===== config.mk =====
export PLATFORM = sky130hd
export DESIGN_NAME = muldiv_issue_ctrl_flat
export DESIGN_NICKNAME = d
export VERILOG_FILES = /design/src/rtl/muldiv_issue_ctrl_if.sv /design/src/rtl/muldiv_issue_ctrl.sv /design/src/flat_wrapper.sv
export SDC_FILE = /design/constraint.sdc
export NUM_CORES = 1
export LEC_CHECK = 0
export CORE_MARGIN = 5
export CORE_UTILIZATION = 35
export CTS_CLUSTER_DIAMETER = 50
export DETAILED_ROUTE_END_ITERATION = 16
export GPL_ROUTABILITY_DRIVEN = 0
export PLACE_DENSITY = 0.7
export SETUP_SLACK_MARGIN = 0.4
export SLEW_MARGIN = 20
export SYNTH_ARGS = -nofsm -noshare
export SYNTH_HDL_FRONTEND = slang
export SYNTH_SLANG_ARGS = --single-unit

===== constraint.sdc =====
create_clock -name clk -period 11 [get_ports clk]
set_clock_uncertainty 0.1 [all_clocks]
set_input_delay 3.3 -clock clk [delete_from_list [all_inputs] [get_ports clk]]
set_output_delay 3.3 -clock clk [all_outputs]
set_load 0.01 [all_outputs]

===== src/rtl/muldiv_issue_ctrl_if.sv =====
// Decode/engine-facing signal bundle for muldiv_issue_ctrl.
// The mthi/mtlo write port exists only when MULDIV_MTHILO_EN is defined.
interface muldiv_issue_ctrl_if #(
    parameter int WIDTH = 32
);
    logic             op_valid;
    logic [1:0]       op_code;
    logic [WIDTH-1:0] op_a;
    logic [WIDTH-1:0] op_b;
    logic             op_ready;
    logic             rd_valid;
    logic             rd_sel;
    logic [WIDTH-1:0] rd_data;
    logic             stall;
    logic             flush;
    logic             eng_start;
    logic [1:0]       eng_op;
    logic [WIDTH-1:0] eng_a;
    logic [WIDTH-1:0] eng_b;
    logic             eng_done;
    logic [WIDTH-1:0] eng_hi;
    logic [WIDTH-1:0] eng_lo;
    logic             dbz;
    logic             timeout_err;
`ifdef MULDIV_MTHILO_EN
    logic             wr_valid;
    logic             wr_sel;
    logic [WIDTH-1:0] wr_data;
`endif

    modport slave (
`ifdef MULDIV_MTHILO_EN
        input  wr_valid, wr_sel, wr_data,
`endif
        input  op_valid, op_code, op_a, op_b, rd_valid, rd_sel, flush,
        input  eng_done, eng_hi, eng_lo,
        output op_ready, rd_data, stall, eng_start, eng_op, eng_a, eng_b,
        output dbz, timeout_err
    );

    modport master (
`ifdef MULDIV_MTHILO_EN
        output wr_valid, wr_sel, wr_data,
`endif
        output op_valid, op_code, op_a, op_b, rd_valid, rd_sel, flush,
        output eng_done, eng_hi, eng_lo,
        input  op_ready, rd_data, stall, eng_start, eng_op, eng_a, eng_b,
        input  dbz, timeout_err
    );
endinterface


===== src/rtl/muldiv_issue_ctrl.sv =====
// Mult/div issue controller: launches the iterative engine, owns HI/LO, stalls on hazards.
// Optional mthi/mtlo write port enabled by defining MULDIV_MTHILO_EN.
module muldiv_issue_ctrl #(
    parameter int WIDTH      = 32,
    parameter int MAX_CYCLES = 40,
    parameter int CNT_W      = 6
) (
    input logic                clk,
    input logic                rst,
    muldiv_issue_ctrl_if.slave bus
);
    typedef enum logic [1:0] {IDLE, ISSUE, BUSY, DRAIN} state_t;

    localparam logic [CNT_W-1:0] LAST_CNT = CNT_W'(MAX_CYCLES - 1);

    if (2 ** CNT_W <= MAX_CYCLES) begin : g_cnt_w_check
        $error("CNT_W too narrow to count MAX_CYCLES");
    end

    state_t           state;
    logic [WIDTH-1:0] hi;
    logic [WIDTH-1:0] lo;
    logic [1:0]       eng_op;
    logic [WIDTH-1:0] eng_a;
    logic [WIDTH-1:0] eng_b;
    logic             eng_start;
    logic             dbz;
    logic             timeout_err;
    logic [CNT_W-1:0] count;
    logic             last_cycle;
    logic             wr_hold;

    function automatic logic is_dbz(input logic [1:0] code, input logic [WIDTH-1:0] divisor);
        return code[1] && (divisor == '0);
    endfunction

    assign last_cycle = (count == LAST_CNT);

`ifdef MULDIV_MTHILO_EN
    assign wr_hold = bus.wr_valid && (state != IDLE);
`else
    assign wr_hold = 1'b0;
`endif

    assign bus.op_ready    = (state == IDLE);
    assign bus.rd_data     = bus.rd_sel ? hi : lo;
    assign bus.stall       = (bus.rd_valid && state != IDLE) || (bus.op_valid && state != IDLE) || wr_hold;
    assign bus.eng_start   = eng_start;
    assign bus.eng_op      = eng_op;
    assign bus.eng_a       = eng_a;
    assign bus.eng_b       = eng_b;
    assign bus.dbz         = dbz;
    assign bus.timeout_err = timeout_err;

    always_ff @(posedge clk or posedge rst) begin
        if (rst) begin
            state       <= IDLE;
            hi          <= '0;
            lo          <= '0;
            eng_op      <= '0;
            eng_a       <= '0;
            eng_b       <= '0;
            eng_start   <= 1'b0;
            dbz         <= 1'b0;
            timeout_err <= 1'b0;
            count       <= '0;
        end else begin
            eng_start <= 1'b0;
            dbz       <= 1'b0;
            case (state)
                IDLE: begin
                    if (bus.op_valid && !bus.flush) begin
                        if (is_dbz(bus.op_code, bus.op_b)) begin
                            hi  <= bus.op_a;
                            lo  <= '1;
                            dbz <= 1'b1;
                        end else begin
                            eng_op    <= bus.op_code;
                            eng_a     <= bus.op_a;
                            eng_b     <= bus.op_b;
                            eng_start <= 1'b1;
                            state     <= ISSUE;
                        end
                    end
                end
                ISSUE: begin
                    count <= '0;
                    state <= bus.flush ? DRAIN : BUSY;
                end
                BUSY, DRAIN: begin
                    // A squashed op (DRAIN, or flush arriving with done) never reaches HI/LO.
                    count <= count + 1'b1;
                    if (bus.eng_done) begin
                        if (state == BUSY && !bus.flush) begin
                            hi <= bus.eng_hi;
                            lo <= bus.eng_lo;
                        end
                        state <= IDLE;
                    end else if (last_cycle) begin
                        timeout_err <= 1'b1;
                        state       <= IDLE;
                    end else if (bus.flush) begin
                        state <= DRAIN;
                    end
                end
            endcase
`ifdef MULDIV_MTHILO_EN
            // Written last so it overrides a same-cycle dbz update of that register.
            if (state == IDLE && bus.wr_valid) begin
                if (bus.wr_sel) hi <= bus.wr_data;
                else            lo <= bus.wr_data;
            end
`endif
        end
    end
endmodule


===== src/flat_wrapper.sv =====
// flat-port wrapper written by rule: the top's interface ports become plain ports
module muldiv_issue_ctrl_flat 
#(
    parameter int WIDTH      = 32,
    parameter int MAX_CYCLES = 40,
    parameter int CNT_W      = 6
)
  (clk, rst, bus_op_valid, bus_op_code, bus_op_a, bus_op_b, bus_rd_valid, bus_rd_sel, bus_flush, bus_eng_done, bus_eng_hi, bus_eng_lo, bus_op_ready, bus_rd_data, bus_stall, bus_eng_start, bus_eng_op, bus_eng_a, bus_eng_b, bus_dbz, bus_timeout_err);
  muldiv_issue_ctrl_if #(.WIDTH(WIDTH)) bus_i ();
  input logic clk;
  input logic rst;
  input wire logic [$bits(bus_i.op_valid)-1:0] bus_op_valid;
  input wire logic [$bits(bus_i.op_code)-1:0] bus_op_code;
  input wire logic [$bits(bus_i.op_a)-1:0] bus_op_a;
  input wire logic [$bits(bus_i.op_b)-1:0] bus_op_b;
  input wire logic [$bits(bus_i.rd_valid)-1:0] bus_rd_valid;
  input wire logic [$bits(bus_i.rd_sel)-1:0] bus_rd_sel;
  input wire logic [$bits(bus_i.flush)-1:0] bus_flush;
  input wire logic [$bits(bus_i.eng_done)-1:0] bus_eng_done;
  input wire logic [$bits(bus_i.eng_hi)-1:0] bus_eng_hi;
  input wire logic [$bits(bus_i.eng_lo)-1:0] bus_eng_lo;
  output wire logic [$bits(bus_i.op_ready)-1:0] bus_op_ready;
  output wire logic [$bits(bus_i.rd_data)-1:0] bus_rd_data;
  output wire logic [$bits(bus_i.stall)-1:0] bus_stall;
  output wire logic [$bits(bus_i.eng_start)-1:0] bus_eng_start;
  output wire logic [$bits(bus_i.eng_op)-1:0] bus_eng_op;
  output wire logic [$bits(bus_i.eng_a)-1:0] bus_eng_a;
  output wire logic [$bits(bus_i.eng_b)-1:0] bus_eng_b;
  output wire logic [$bits(bus_i.dbz)-1:0] bus_dbz;
  output wire logic [$bits(bus_i.timeout_err)-1:0] bus_timeout_err;
  assign bus_i.op_valid = bus_op_valid;
  assign bus_i.op_code = bus_op_code;
  assign bus_i.op_a = bus_op_a;
  assign bus_i.op_b = bus_op_b;
  assign bus_i.rd_valid = bus_rd_valid;
  assign bus_i.rd_sel = bus_rd_sel;
  assign bus_i.flush = bus_flush;
  assign bus_i.eng_done = bus_eng_done;
  assign bus_i.eng_hi = bus_eng_hi;
  assign bus_i.eng_lo = bus_eng_lo;
  assign bus_op_ready = bus_i.op_ready;
  assign bus_rd_data = bus_i.rd_data;
  assign bus_stall = bus_i.stall;
  assign bus_eng_start = bus_i.eng_start;
  assign bus_eng_op = bus_i.eng_op;
  assign bus_eng_a = bus_i.eng_a;
  assign bus_eng_b = bus_i.eng_b;
  assign bus_dbz = bus_i.dbz;
  assign bus_timeout_err = bus_i.timeout_err;
  muldiv_issue_ctrl #(.WIDTH(WIDTH), .MAX_CYCLES(MAX_CYCLES), .CNT_W(CNT_W)) u_core (.clk(clk), .rst(rst), .bus(bus_i));
endmodule

---- Yosys cells after proc, flatten, opt, wreduce, memory -nomap -nowiden ----
Cells that the tools add are included.
word-level totals
  flip-flop bits (word level) ............. 141
  output and inout bits ................... 103
operators by class
  eq/ne operators ......................... 10
  muxes and demuxes ....................... 25
  reduce and logical (&&, ||, !) cells .... 17
  bitwise operators ....................... 2
  add/sub/neg operators ................... 1
operators with widths
  operator                                        number
  2-to-1 mux 32 bit                               9
  one-hot mux 32 bit (2 select lines)             2
  zero test 32 bit                                1
  one-hot mux 6 bit (2 select lines)              1
  2-to-1 mux 2 bit                                5
  AND reduction 3 bit                             3
  2-to-1 mux 1 bit                                7
  adder 6 x 1 -> 6 bit (second input constant)    1
  == test 6 bit (second input constant)           1
  != test 2 x 1 -> 1 bit (second input constant)  3
  one-hot mux 2 bit (3 select lines)              1
  nonzero test 2 bit                              3
  logical AND 1 bit                               5
  AND reduction 5 bit                             1
  == test 2 bit (second input constant)           2
  != test 2 bit (second input constant)           2
  != test 4 x 3 -> 1 bit (second input constant)  1
  == test 2 x 1 -> 1 bit (second input constant)  1
  zero test 2 bit                                 1
  inverter 1 bit                                  2
  OR reduction 2 bit                              1
  zero test 1 bit                                 1
  logical OR 1 bit                                1

---- Longest topological paths before layout ----
  depth after elaboration ................. 5
  depth in mapped cells ................... 9

---- Least setup slack after synthesis ----
Ideal clock, no wire load.
  path kind ............................... in2out
  start ................................... in bus_rd_sel
  end ..................................... out bus_rd_data[0]
  path slack .............................. 3.386 ns
  cell stages on the path ................. 3
  data required time ...................... 7.600 ns
  arrival ................................. 4.214 ns
  path through ............................ clkbuf_1 > buf_1 > mux2_2
on the way
  longest elaborated chain between the ends .. 1
ends and longest elaborated chain
  element            line                     RTL
  start, declared    flat_wrapper.sv:17       input wire logic [$bits(bus_i.rd_sel)-1:0] bus_rd_sel;
  2-to-1 mux 32 bit  muldiv_issue_ctrl.sv:46  assign bus.rd_data = bus.rd_sel ? hi : lo;
  end, declared      flat_wrapper.sv:23       output wire logic [$bits(bus_i.rd_data)-1:0] bus_rd_data;
No other way between the ends.

---- Final worst setup path ----
  start ................................... in bus_rd_sel
  end ..................................... out bus_rd_data[9]
The elaborated chain is that of the path after synthesis.

==> results.md <==
* Initial Utilization at 0.353
* Sequential-to-total area share from yosys stat at 0.587
* Routed Antenna Nets at 0
* WP data required at 7.60 ns
* GRT Residual Overflow at 0
* Layout cells sized above 1 at 0.154
* Yosys reg bits at 141
* Clock slew at reported path FFs at 0.06 ns
* Area taken by multi-input logic gates at 0.00233 mm^2
* R2r setup slk at 8.30 ns
* Period utilization at 0.749
* FMAX at 121 MHz
* Clock Latency Late Sink at 0.41 ns
* Tmin final at 8.24 ns
* # IOs at 240
* Leakage at 0.00394 uW
* P&R area growth vs syn at 54.0%
* Pre-CTS setup slack at 2.76 ns
* Final Cell Area at 0.00927 mm^2
* Vias in the first global route at 5329
* Cell area power density at 278 mW/mm^2
* Site Rows at 48
* Final setup violation count at 0
* DR WL/cell at 19.0 um
* CTS tree: built
* Clock sink count at 141
* Number of H-tree levels at 4
* Top Family by Delay on Critical Path: buffers and inverters
* Seq. cell area at 0.00353 mm^2
* Hold Fails Final Rpt at 0
* Fillcell total at 1448
* Max-Slew Margin vs Limit at 0.413
* Synth area leader: dfrtp_1
* Max-Cap Viols at 0
* CORE AREA at 0.0171 mm^2
* Area fraction of the dominant cell type after synthesis at 0.587
* Avg Cell Area, Syn at 12.2 um^2
* Nature of the critical path endpoint: primary output
* TNS Setup at 0 ns
* CP bufs+invs at 2
* Post-CTS Setup Bufs at 0
* Total Routed Length at 18200 um
* FF-to-FF path depth at 6
* Critical Path AT at 4.84 ns
* Startpoint Class: input pin
* Cells along the critical path: buf_2 -> mux2_2 -> clkdlybuf4s50_1
* Post-Place Cell Area at 0.00858 mm^2
* Largest net degree at the start of global routing at 72
* Status: finished clean
* Worst Setup Path Type: in -> out
* Peak VDD IR at 0.000140 V
* Synthesized instance count at 494
* RSZ-0062 raised after global routing: false
* Vias at 4814
* Fin worst setup slack at 2.76 ns
* Warnings, synthesis at 0
* Min-Delay Path Depth at 1
* Initial antenna violation count at 0
* First-pass GRT wire length at 28800 um
* DRC violations left at 0
* Top cells by area, synth: dfrtp_1 59%, mux2_2 13%, mux2i_1 5.5%
* CTS Root Cell: clkbuf_16
* Die X-Extent at 141 um
* Detail-routed via count per cell at 5.03
* Measured slew at the worst slew-check pin at 0.880 ns
* Worst hold path class: reg -> reg
* Largest stage delay, worst path at 0.60 ns
* DR pass1 iterations at 4
* Final HPWL DP at 13100 um
* Max Slew Vio Count at 0
* Total track usage at 0.184
* Final #Nets at 859
* Hold buffer count at cts at 0
* Die height at 141 um
* Number of DRC markers in iteration 0 at 212
* N_diodes at 0
* Post-synthesis cell area at 0.00601 mm^2
* IO buf count at 239
* DIE AREA at 0.0199 mm^2
* Clock Path Buffers at 2
* Core Util, Final at 0.543
* Instance count on the critical path at 3
* Cts bufs inserted at 17
* Crit Path Max Fanout at 32
* Unique masters post-synth at 33
* Post-cts resize count at 0
* CP max-delay cell: buf_2
* Syn Nets at 632
## stage by stage
step / total power, uW / hold WS [ns] / instances
global route: 2720 / 0.385 / 958
finish: 2570 / 0.357 / 958
CTS: 2600 / 0.365 / 957
floorplan: 1380 / 0.352 / 494
global placement: 1910 / 0.347 / 926
detailed placement: 1940 / 0.348 / 926
## final timing paths
path,start,to
worst max-delay path,bus_rd_sel,bus_rd_data[9]
worst min-delay path,u_core.bus.timeout_err,u_core.bus.timeout_err
worst max register to register,u_core.state[0],u_core.bus.eng_a[3]
worst min register to register,u_core.bus.timeout_err,u_core.bus.timeout_err
max in group asynchronous,rst,u_core.state[1]
min in group asynchronous,rst,u_core.bus.eng_b[10]
## final cells by class
| type | count | area share |
|---|---|---|
| Multi-Input combinational cell | 313 | 0.252 |
| Clock inverter | 14 | 0.0261 |
| Clock buffer | 17 | 0.0459 |
| Timing Repair Buffer | 245 | 0.263 |
| Tap cell | 225 | 0.0304 |
| Sequential cell | 141 | 0.381 |
| Inverter | 3 | 0.00176 |
## cell usage after synthesis
library cell  number
nor2b_1            2
buf_2             14
o21ai_0           10
nand2_2            1
nand2b_1           2
a211o_1            1
o22a_1            32
a21oi_1            1
ha_1               1
o31ai_1            2
buf_6              1
inv_1              3
a22o_1            15
nand4b_1           1
nor4_1             7
mux2_2            67
a21o_1             1
and2_4             1
dfrtp_1          141
or4_1              1
o211ai_1           1
and3_1             1
nand4_1            3
nor2_4             1
o21ai_1           28
nor4b_1            1
clkbuf_1           9
nor3_1             1
mux2i_1           33
nand2_1           56
buf_1             13
nor2_1             6
nand3_1           37
## flip-flops by register name, indices dropped and copies added (netlist names)
register and cells:
u_core.bus.dbz 1, u_core.bus.eng_a 32, u_core.bus.eng_b 32, u_core.bus.eng_op 2, u_core.bus.eng_start 1, u_core.bus.timeout_err 1
u_core.count 6, u_core.hi 32, u_core.lo 32, u_core.state 2
## power breakdown
part	switching, uW	leakage, uW	internal (uW)
clock network	225	0.000323	425
registers	153	0.00170	764
logic	410	0.00191	598
## cells by family after synthesis
family	after synthesis	synth area share
flip-flops	141	0.587
adder cells (fa/ha/maj)	1	0.00208
buffers and inverters	40	0.0291
AND/OR/NAND/NOR	121	0.0944
multiplexers	100	0.180
AO/OA/AOI/OAI	91	0.107
## cell usage in the layout (no fill, tap or decap), types with 2 or more instances in the layout
cell type          n
clkdlybuf4s50_1  238
bufinv_16          6
nand2_1           56
inv_6              2
nor4_1             7
buf_4              5
nand3_1           36
clkbuf_16         17
inv_1              2
nand2b_1           2
nor2_1             6
a22o_1            15
o22a_1            32
nand4_1            3
nor2b_1            2
o21ai_1           28
clkinv_2           2
o21ai_0           10
mux2i_1           33
mux2_2            67
clkinv_4           4
dfrtp_1          140
## metal layers
metal,vias up,routed length (um),track usage
met1,2361,7820,0.227
met5,-,0,0
met4,0,329,0.0617
li1,2243,-,-
met3,24,1550,0.0695
met2,186,8500,0.296
No activity file was read; power rests on OpenSTA's default activity.
